**src/rtl/issue_broadcaster_if.sv**
```systemverilog
// Bundle between the broadcaster and its environment: window setup, round control,
// image buffer read port and the broadcast stream to the allocators.
interface issue_broadcaster_if #(
    parameter int ADDR_W  = 16,
    parameter int PIXEL_W = 16
);
    logic [7:0]         image_dim;
    logic [1:0]         padding;
    logic [7:0]         x_min;
    logic [7:0]         x_max;
    logic [7:0]         y_min;
    logic [7:0]         y_max;
    logic               round_start;
    logic               positioner_done;
    logic               stall;
    logic               mem_rd_en;
    logic [ADDR_W-1:0]  mem_rd_addr;
    logic [PIXEL_W-1:0] mem_rd_data;
    logic               pixel_valid;
    logic [7:0]         pixel_x;
    logic [7:0]         pixel_y;
    logic [PIXEL_W-1:0] pixel_data;
    logic               busy;
    logic               advance;
    logic               layer_done;

    modport master (
        input  image_dim, padding, x_min, x_max, y_min, y_max,
        input  round_start, positioner_done, stall, mem_rd_data,
        output mem_rd_en, mem_rd_addr, pixel_valid, pixel_x, pixel_y, pixel_data,
        output busy, advance, layer_done
    );

    modport slave (
        output image_dim, padding, x_min, x_max, y_min, y_max,
        output round_start, positioner_done, stall, mem_rd_data,
        input  mem_rd_en, mem_rd_addr, pixel_valid, pixel_x, pixel_y, pixel_data,
        input  busy, advance, layer_done
    );
endinterface

```
**src/rtl/issue_broadcaster.sv**
```systemverilog
// Scans a padded-coordinate window row-major, reads in-image pixels from the image
// buffer and broadcasts (x, y, data) beats; padding positions are sent as zero.
module issue_broadcaster #(
    parameter int ADDR_W  = 16,
    parameter int PIXEL_W = 16
) (
    input logic                clk,
    input logic                rst_n,
    issue_broadcaster_if.master bus
);
    localparam logic [1:0] IDLE   = 2'd0;
    localparam logic [1:0] SCAN   = 2'd1;
    localparam logic [1:0] DRAIN  = 2'd2;
    localparam logic [1:0] FINISH = 2'd3;

    logic [1:0]         state_reg, state_next;
    logic [7:0]         x_min_reg, x_max_reg, y_max_reg, dim_reg;
    logic [1:0]         pad_reg;
    logic               last_reg;
    logic [7:0]         x_reg, y_reg;

    logic               beat_valid_reg, beat_rd_reg;
    logic [7:0]         beat_x_reg, beat_y_reg;
    logic [PIXEL_W-1:0] data_hold_reg;

    logic               start, empty_window, issue, in_image, wrap_x;
    logic [8:0]         x_ext, y_ext, pad_ext, lim_ext;
    logic [7:0]         row, col;
    logic [15:0]        prod;
    logic [PIXEL_W-1:0] beat_data;

    assign start        = (state_reg == IDLE) && bus.round_start;
    assign empty_window = (bus.x_min > bus.x_max) || (bus.y_min > bus.y_max);
    assign issue        = (state_reg == SCAN) && !bus.stall;
    // Equality compare so a window ending at 255 wraps without relying on overflow.
    assign wrap_x       = (x_reg == x_max_reg);

    assign x_ext    = {1'b0, x_reg};
    assign y_ext    = {1'b0, y_reg};
    assign pad_ext  = {7'd0, pad_reg};
    assign lim_ext  = {1'b0, dim_reg} + pad_ext;
    assign in_image = (x_ext >= pad_ext) && (x_ext < lim_ext) &&
                      (y_ext >= pad_ext) && (y_ext < lim_ext);

    assign row  = y_reg - {6'd0, pad_reg};
    assign col  = x_reg - {6'd0, pad_reg};
    assign prod = {8'd0, row} * {8'd0, dim_reg};

    assign bus.mem_rd_en   = issue && in_image;
    assign bus.mem_rd_addr = bus.mem_rd_en ? (ADDR_W'(prod) + ADDR_W'(col)) : '0;

    always_comb begin
        state_next = state_reg;
        case (state_reg)
            IDLE:    if (bus.round_start) state_next = empty_window ? FINISH : SCAN;
            SCAN:    if (issue && wrap_x && (y_reg == y_max_reg)) state_next = DRAIN;
            DRAIN:   state_next = FINISH;
            FINISH:  state_next = IDLE;
            default: state_next = IDLE;
        endcase
    end

    always_ff @(posedge clk) begin
        if (!rst_n) begin
            state_reg      <= IDLE;
            x_min_reg      <= '0;
            x_max_reg      <= '0;
            y_max_reg      <= '0;
            dim_reg        <= '0;
            pad_reg        <= '0;
            last_reg       <= 1'b0;
            x_reg          <= '0;
            y_reg          <= '0;
            beat_valid_reg <= 1'b0;
            beat_rd_reg    <= 1'b0;
            beat_x_reg     <= '0;
            beat_y_reg     <= '0;
            data_hold_reg  <= '0;
        end else begin
            state_reg <= state_next;
            if (start) begin
                x_min_reg <= bus.x_min;
                x_max_reg <= bus.x_max;
                y_max_reg <= bus.y_max;
                dim_reg   <= bus.image_dim;
                pad_reg   <= bus.padding;
                last_reg  <= bus.positioner_done;
                x_reg     <= bus.x_min;
                y_reg     <= bus.y_min;
            end else if (issue) begin
                if (wrap_x) begin
                    x_reg <= x_min_reg;
                    y_reg <= y_reg + 8'd1;
                end else begin
                    x_reg <= x_reg + 8'd1;
                end
            end
            // Output stage: one beat per issue, visible the following cycle.
            beat_valid_reg <= issue;
            beat_rd_reg    <= issue && in_image;
            if (issue) begin
                beat_x_reg <= x_reg;
                beat_y_reg <= y_reg;
            end
            if (beat_valid_reg) data_hold_reg <= beat_data;
        end
    end

    // Read data is only valid in the beat cycle, so it is captured for the hold.
    assign beat_data = beat_rd_reg ? bus.mem_rd_data : '0;

    assign bus.pixel_valid = beat_valid_reg;
    assign bus.pixel_x     = beat_x_reg;
    assign bus.pixel_y     = beat_y_reg;
    assign bus.pixel_data  = beat_valid_reg ? beat_data : data_hold_reg;
    assign bus.busy        = (state_reg != IDLE);
    assign bus.advance     = (state_reg == FINISH) && !last_reg;
    assign bus.layer_done  = (state_reg == FINISH) && last_reg;
endmodule

```
**src/flat_wrapper.sv**
```systemverilog
// flat-port wrapper written by rule: the top's interface ports become plain ports
module issue_broadcaster_flat 
#(
    parameter int ADDR_W  = 16,
    parameter int PIXEL_W = 16
)
  (clk, rst_n, bus_image_dim, bus_padding, bus_x_min, bus_x_max, bus_y_min, bus_y_max, bus_round_start, bus_positioner_done, bus_stall, bus_mem_rd_data, bus_mem_rd_en, bus_mem_rd_addr, bus_pixel_valid, bus_pixel_x, bus_pixel_y, bus_pixel_data, bus_busy, bus_advance, bus_layer_done);
  issue_broadcaster_if #(.ADDR_W(ADDR_W), .PIXEL_W(PIXEL_W)) bus_i ();
  input logic clk;
  input logic rst_n;
  input wire logic [$bits(bus_i.image_dim)-1:0] bus_image_dim;
  input wire logic [$bits(bus_i.padding)-1:0] bus_padding;
  input wire logic [$bits(bus_i.x_min)-1:0] bus_x_min;
  input wire logic [$bits(bus_i.x_max)-1:0] bus_x_max;
  input wire logic [$bits(bus_i.y_min)-1:0] bus_y_min;
  input wire logic [$bits(bus_i.y_max)-1:0] bus_y_max;
  input wire logic [$bits(bus_i.round_start)-1:0] bus_round_start;
  input wire logic [$bits(bus_i.positioner_done)-1:0] bus_positioner_done;
  input wire logic [$bits(bus_i.stall)-1:0] bus_stall;
  input wire logic [$bits(bus_i.mem_rd_data)-1:0] bus_mem_rd_data;
  output wire logic [$bits(bus_i.mem_rd_en)-1:0] bus_mem_rd_en;
  output wire logic [$bits(bus_i.mem_rd_addr)-1:0] bus_mem_rd_addr;
  output wire logic [$bits(bus_i.pixel_valid)-1:0] bus_pixel_valid;
  output wire logic [$bits(bus_i.pixel_x)-1:0] bus_pixel_x;
  output wire logic [$bits(bus_i.pixel_y)-1:0] bus_pixel_y;
  output wire logic [$bits(bus_i.pixel_data)-1:0] bus_pixel_data;
  output wire logic [$bits(bus_i.busy)-1:0] bus_busy;
  output wire logic [$bits(bus_i.advance)-1:0] bus_advance;
  output wire logic [$bits(bus_i.layer_done)-1:0] bus_layer_done;
  assign bus_i.image_dim = bus_image_dim;
  assign bus_i.padding = bus_padding;
  assign bus_i.x_min = bus_x_min;
  assign bus_i.x_max = bus_x_max;
  assign bus_i.y_min = bus_y_min;
  assign bus_i.y_max = bus_y_max;
  assign bus_i.round_start = bus_round_start;
  assign bus_i.positioner_done = bus_positioner_done;
  assign bus_i.stall = bus_stall;
  assign bus_i.mem_rd_data = bus_mem_rd_data;
  assign bus_mem_rd_en = bus_i.mem_rd_en;
  assign bus_mem_rd_addr = bus_i.mem_rd_addr;
  assign bus_pixel_valid = bus_i.pixel_valid;
  assign bus_pixel_x = bus_i.pixel_x;
  assign bus_pixel_y = bus_i.pixel_y;
  assign bus_pixel_data = bus_i.pixel_data;
  assign bus_busy = bus_i.busy;
  assign bus_advance = bus_i.advance;
  assign bus_layer_done = bus_i.layer_done;
  issue_broadcaster #(.ADDR_W(ADDR_W), .PIXEL_W(PIXEL_W)) u_core (.clk(clk), .rst_n(rst_n), .bus(bus_i));
endmodule
```
**config.mk**
```make
export PLATFORM = sky130hd
export DESIGN_NAME = issue_broadcaster_flat
export DESIGN_NICKNAME = d
export VERILOG_FILES = /design/src/rtl/issue_broadcaster_if.sv /design/src/rtl/issue_broadcaster.sv /design/src/flat_wrapper.sv
export SDC_FILE = /design/constraint.sdc
export NUM_CORES = 1
export LEC_CHECK = 0
export BUFFER_PORTS_ARGS = -buffer_cell sky130_fd_sc_hd__buf_2
export CELL_PAD_IN_SITES_DETAIL_PLACEMENT = 0
export CELL_PAD_IN_SITES_GLOBAL_PLACEMENT = 1
export CORE_MARGIN = 1
export CORE_UTILIZATION = 35
export CTS_BUF_LIST = sky130_fd_sc_hd__clkbuf_2
export DETAILED_ROUTE_END_ITERATION = 6
export GPL_TIMING_DRIVEN = 0
export PLACE_DENSITY = 0.76
export SLEW_MARGIN = 0
export SYNTH_ARGS = -nofsm -noshare
export SYNTH_HDL_FRONTEND = slang
export SYNTH_SLANG_ARGS = --single-unit
```
**constraint.sdc**
```tcl
create_clock -name clk -period 6.92 [get_ports clk]
set_input_delay 0.346 -clock clk [delete_from_list [all_inputs] [get_ports clk]]
set_output_delay 0.346 -clock clk [all_outputs]
set_load 0.005 [all_outputs]
```
==> impl_metrics.tcl <==
set metrics [dict create \
    status "completed" \
    finalSetupViolCount 0 \
    arrival_ns 6.17 \
    grt_pass1_wl_mm 32.1 \
    critPathKind "reg -> out" \
    end_kind "output pin" \
    synth_nets 1125 \
    dieHeight_um 148 \
    drc_errors 0 \
    place_congestion 0.833 \
    grt_pass1_vias 6499 \
    ys_types 56 \
    drtIter0Drc 260 \
    synth_warnings 0 \
    htreeDepth 3 \
    most-common-layout-cells "nand2_1 (163), buf_2 (118), inv_1 (108)" \
    initial_core_util_pct 35.7 \
    avgSynthCellArea_um2 8.00 \
    root_buffer "clkbuf_2" \
    hold_viol_final 0 \
    final_nets 1293 \
    dr.pass1.iters 5 \
    clock_latency_ns 0.59 \
    synthCells 935 \
    grt_use_total_pct 18.4 \
    drive_gt1_share_pct 16.8 \
    max-slew-margin-rel_pct 48.0 \
    power_mw 2.53 \
    overflow 0 \
    hold_ws_ns 0.0452 \
    layout_min_cycle_time_ns 6.51 \
    port_buffers 115 \
    cts_tree "done" \
    ios 116 \
    maxSlewViolCount 0 \
    vias 6643 \
    row_count 53 \
    cp_cell_sequence "inv_1, ha_1, inv_1, fa_1, nor3_2, xor2_2, buf_4, nand2_1, fa_1, fa_1, inv_1, fa_1, inv_1, fa_1, inv_1, ha_1, o21a_1, a21oi_2, o21ai_1, a21oi_2, nor4b_2, o31a_1, buf_2" \
    wire_per_inst_um 14.3 \
    cts.sinks 87 \
    worstHoldPathType "in -> reg" \
    largest_register_ff_count 16 \
    die_width_um 148 \
    worstMarginPinSlew_ns 0.780 \
    die_area_um2 22000 \
    critPathMaxFanout 7 \
    hpwlAfterDp_mm 15.7 \
    ant_nets 0 \
    period_share_pct 94.1 \
    grt_antenna_before_repair 1 \
    synth_area_um2 7480 \
    ir_drop_mv 0.121 \
    vias_per_cell 4.80 \
    finalSetupTns_ns 0 \
    area_delta_synth_final_pct 21.2 \
    layout_commonest_cell "nand2_1" \
    fin_skew_ns 0.0257 \
    crit_slowest_cell "fa_1" \
    rsz0062_at_grt "false" \
    path_clk_slew_ns 0.24 \
    cts_buffers 9 \
    drt-total-wl_mm 19.8 \
    max_freq_mhz 154 \
    p_leak_nw 4.19 \
    coreArea_um2 21000 \
    async_flop_share_pct 0 \
    start_kind "register" \
    power_density_nw_per_um2 280 \
    cp.required_ns 6.57 \
    synth_edf_count 0 \
    grt_start_max_net_pins 16 \
    clk_path_buf_depth 2 \
    synth-seq-area-share_pct 23.3 \
    ys_ff_latch 87 \
    drv_cap 0 \
    cpPeakStageDelay_ns 0.52 \
    ys.flop_type "dfxtp_1" \
]
==> cells by family after synthesis <==
family                     count (synthesis)  synth area share [%]
AOI/OAI and AO/OA                        176                  14.0
xor gates and xnor gates                  46                  5.69
adders and majority gates                127                  26.0
buffers and inverters                    164                  8.98
DFF                                       87                  23.3
muxes                                      6                 0.836
and+or+nand+nor                          329                  21.2
==> worst paths after layout <==
path,to,startpoint,slack [ns],cells after the start
max,bus_mem_rd_addr[15],u_core.y_reg[0]$_SDFFE_PN0P_,0.41,23
min,u_core.x_min_reg[5]$_SDFFE_PN0P_,bus_x_min[5],0.05,3
max reg2reg,u_core.beat_rd_reg$_SDFF_PN0_,u_core.pad_reg[0]$_SDFFE_PN0P_,3.58,12
min reg2reg,u_core.bus.pixel_x[1]$_SDFFE_PN0P_,u_core.bus.pixel_x[1]$_SDFFE_PN0P_,0.47,2
==> Yosys cell counts, types with 4 or more instances <==
library cell / number / area (um^2)
or3_1: 4 / 25.0
o21ai_0: 41 / 205
nand3_1: 19 / 95.1
buf_1: 4 / 15.0
dfxtp_1: 87 / 1740
nand2_1: 164 / 616
inv_1: 108 / 405
xnor2_1: 27 / 236
nor2_1: 24 / 90.1
a211o_1: 5 / 43.8
nor3_1: 7 / 35.0
o211ai_1: 7 / 52.6
nand4_1: 10 / 62.6
ha_1: 80 / 1000
a211oi_1: 6 / 45.0
and2_1: 57 / 357
clkbuf_1: 40 / 150
or2_2: 4 / 25.0
xor2_1: 16 / 140
and3_1: 8 / 50.1
a21o_1: 7 / 52.6
nand2b_1: 5 / 31.3
fa_1: 47 / 941
nor4_1: 4 / 25.0
nor2b_1: 13 / 81.3
buf_6: 6 / 67.6
a21oi_1: 86 / 430
mux2i_1: 4 / 40.0
==> routing by layer <==
layer,global-route usage (%),up-vias,part of all wire [%],wire [um]
li1,-,3391,-,-
met1,23.3,3119,45,8970
met2,32.4,118,50,9820
met3,2.91,15,3.8,745
met4,4.64,0,1.1,222
met5,0,-,0,0
==> worst max-delay path: cells and delay by family, from the launching register on <==
family	cells	cell delay, ns
AOI/OAI and AO/OA	5	0.90
xor gates and xnor gates	1	0.20
buffers and inverters	7	0.55
adders and majority gates	7	2.97
and+or+nand+nor	3	0.49
DFF	1	0.44
==> layout make-up <==
type / instances / area [um^2]
multi-input combinational: 684 / 5180
buffer: 55 / 263
clock inverter: 7 / 96.3
fill: 2198 / 11900
inverter: 109 / 409
sequential: 87 / 1750
timing repair buffer: 157 / 976
tap: 275 / 344
antenna: 1 / 2.50
clock buffer: 9 / 45.0
==> where the power goes <==
part	switching (mW)	leakage (nW)	internal, mW
clock network	0.191	0.0798	0.120
logic	0.929	3.40	0.643
registers	0.0723	0.711	0.578
==> per-stage QoR <==
step	instances	utilization, %	worst slack [ns]	area, um^2
after floorplan	935	-	1.28	7480
after global placement	1325	40.1	0.458	8400
after detailed placement	1325	40.1	0.384	8400
after CTS	1377	42.7	0.00346	8950
after global routing	1384	43.3	0.0178	9060
final	1384	43.3	0.407	9060
==> what timing repair did <==
item,4_1_cts,5_1_grt
endpoints found under the hold margin,33,3
gates resized for setup,9,15
hold buffers,31,3
setup buffers,5,3
pin swaps,2,4
setup endpoints to repair,4,7
No activity file was read; power rests on OpenSTA's default activity.
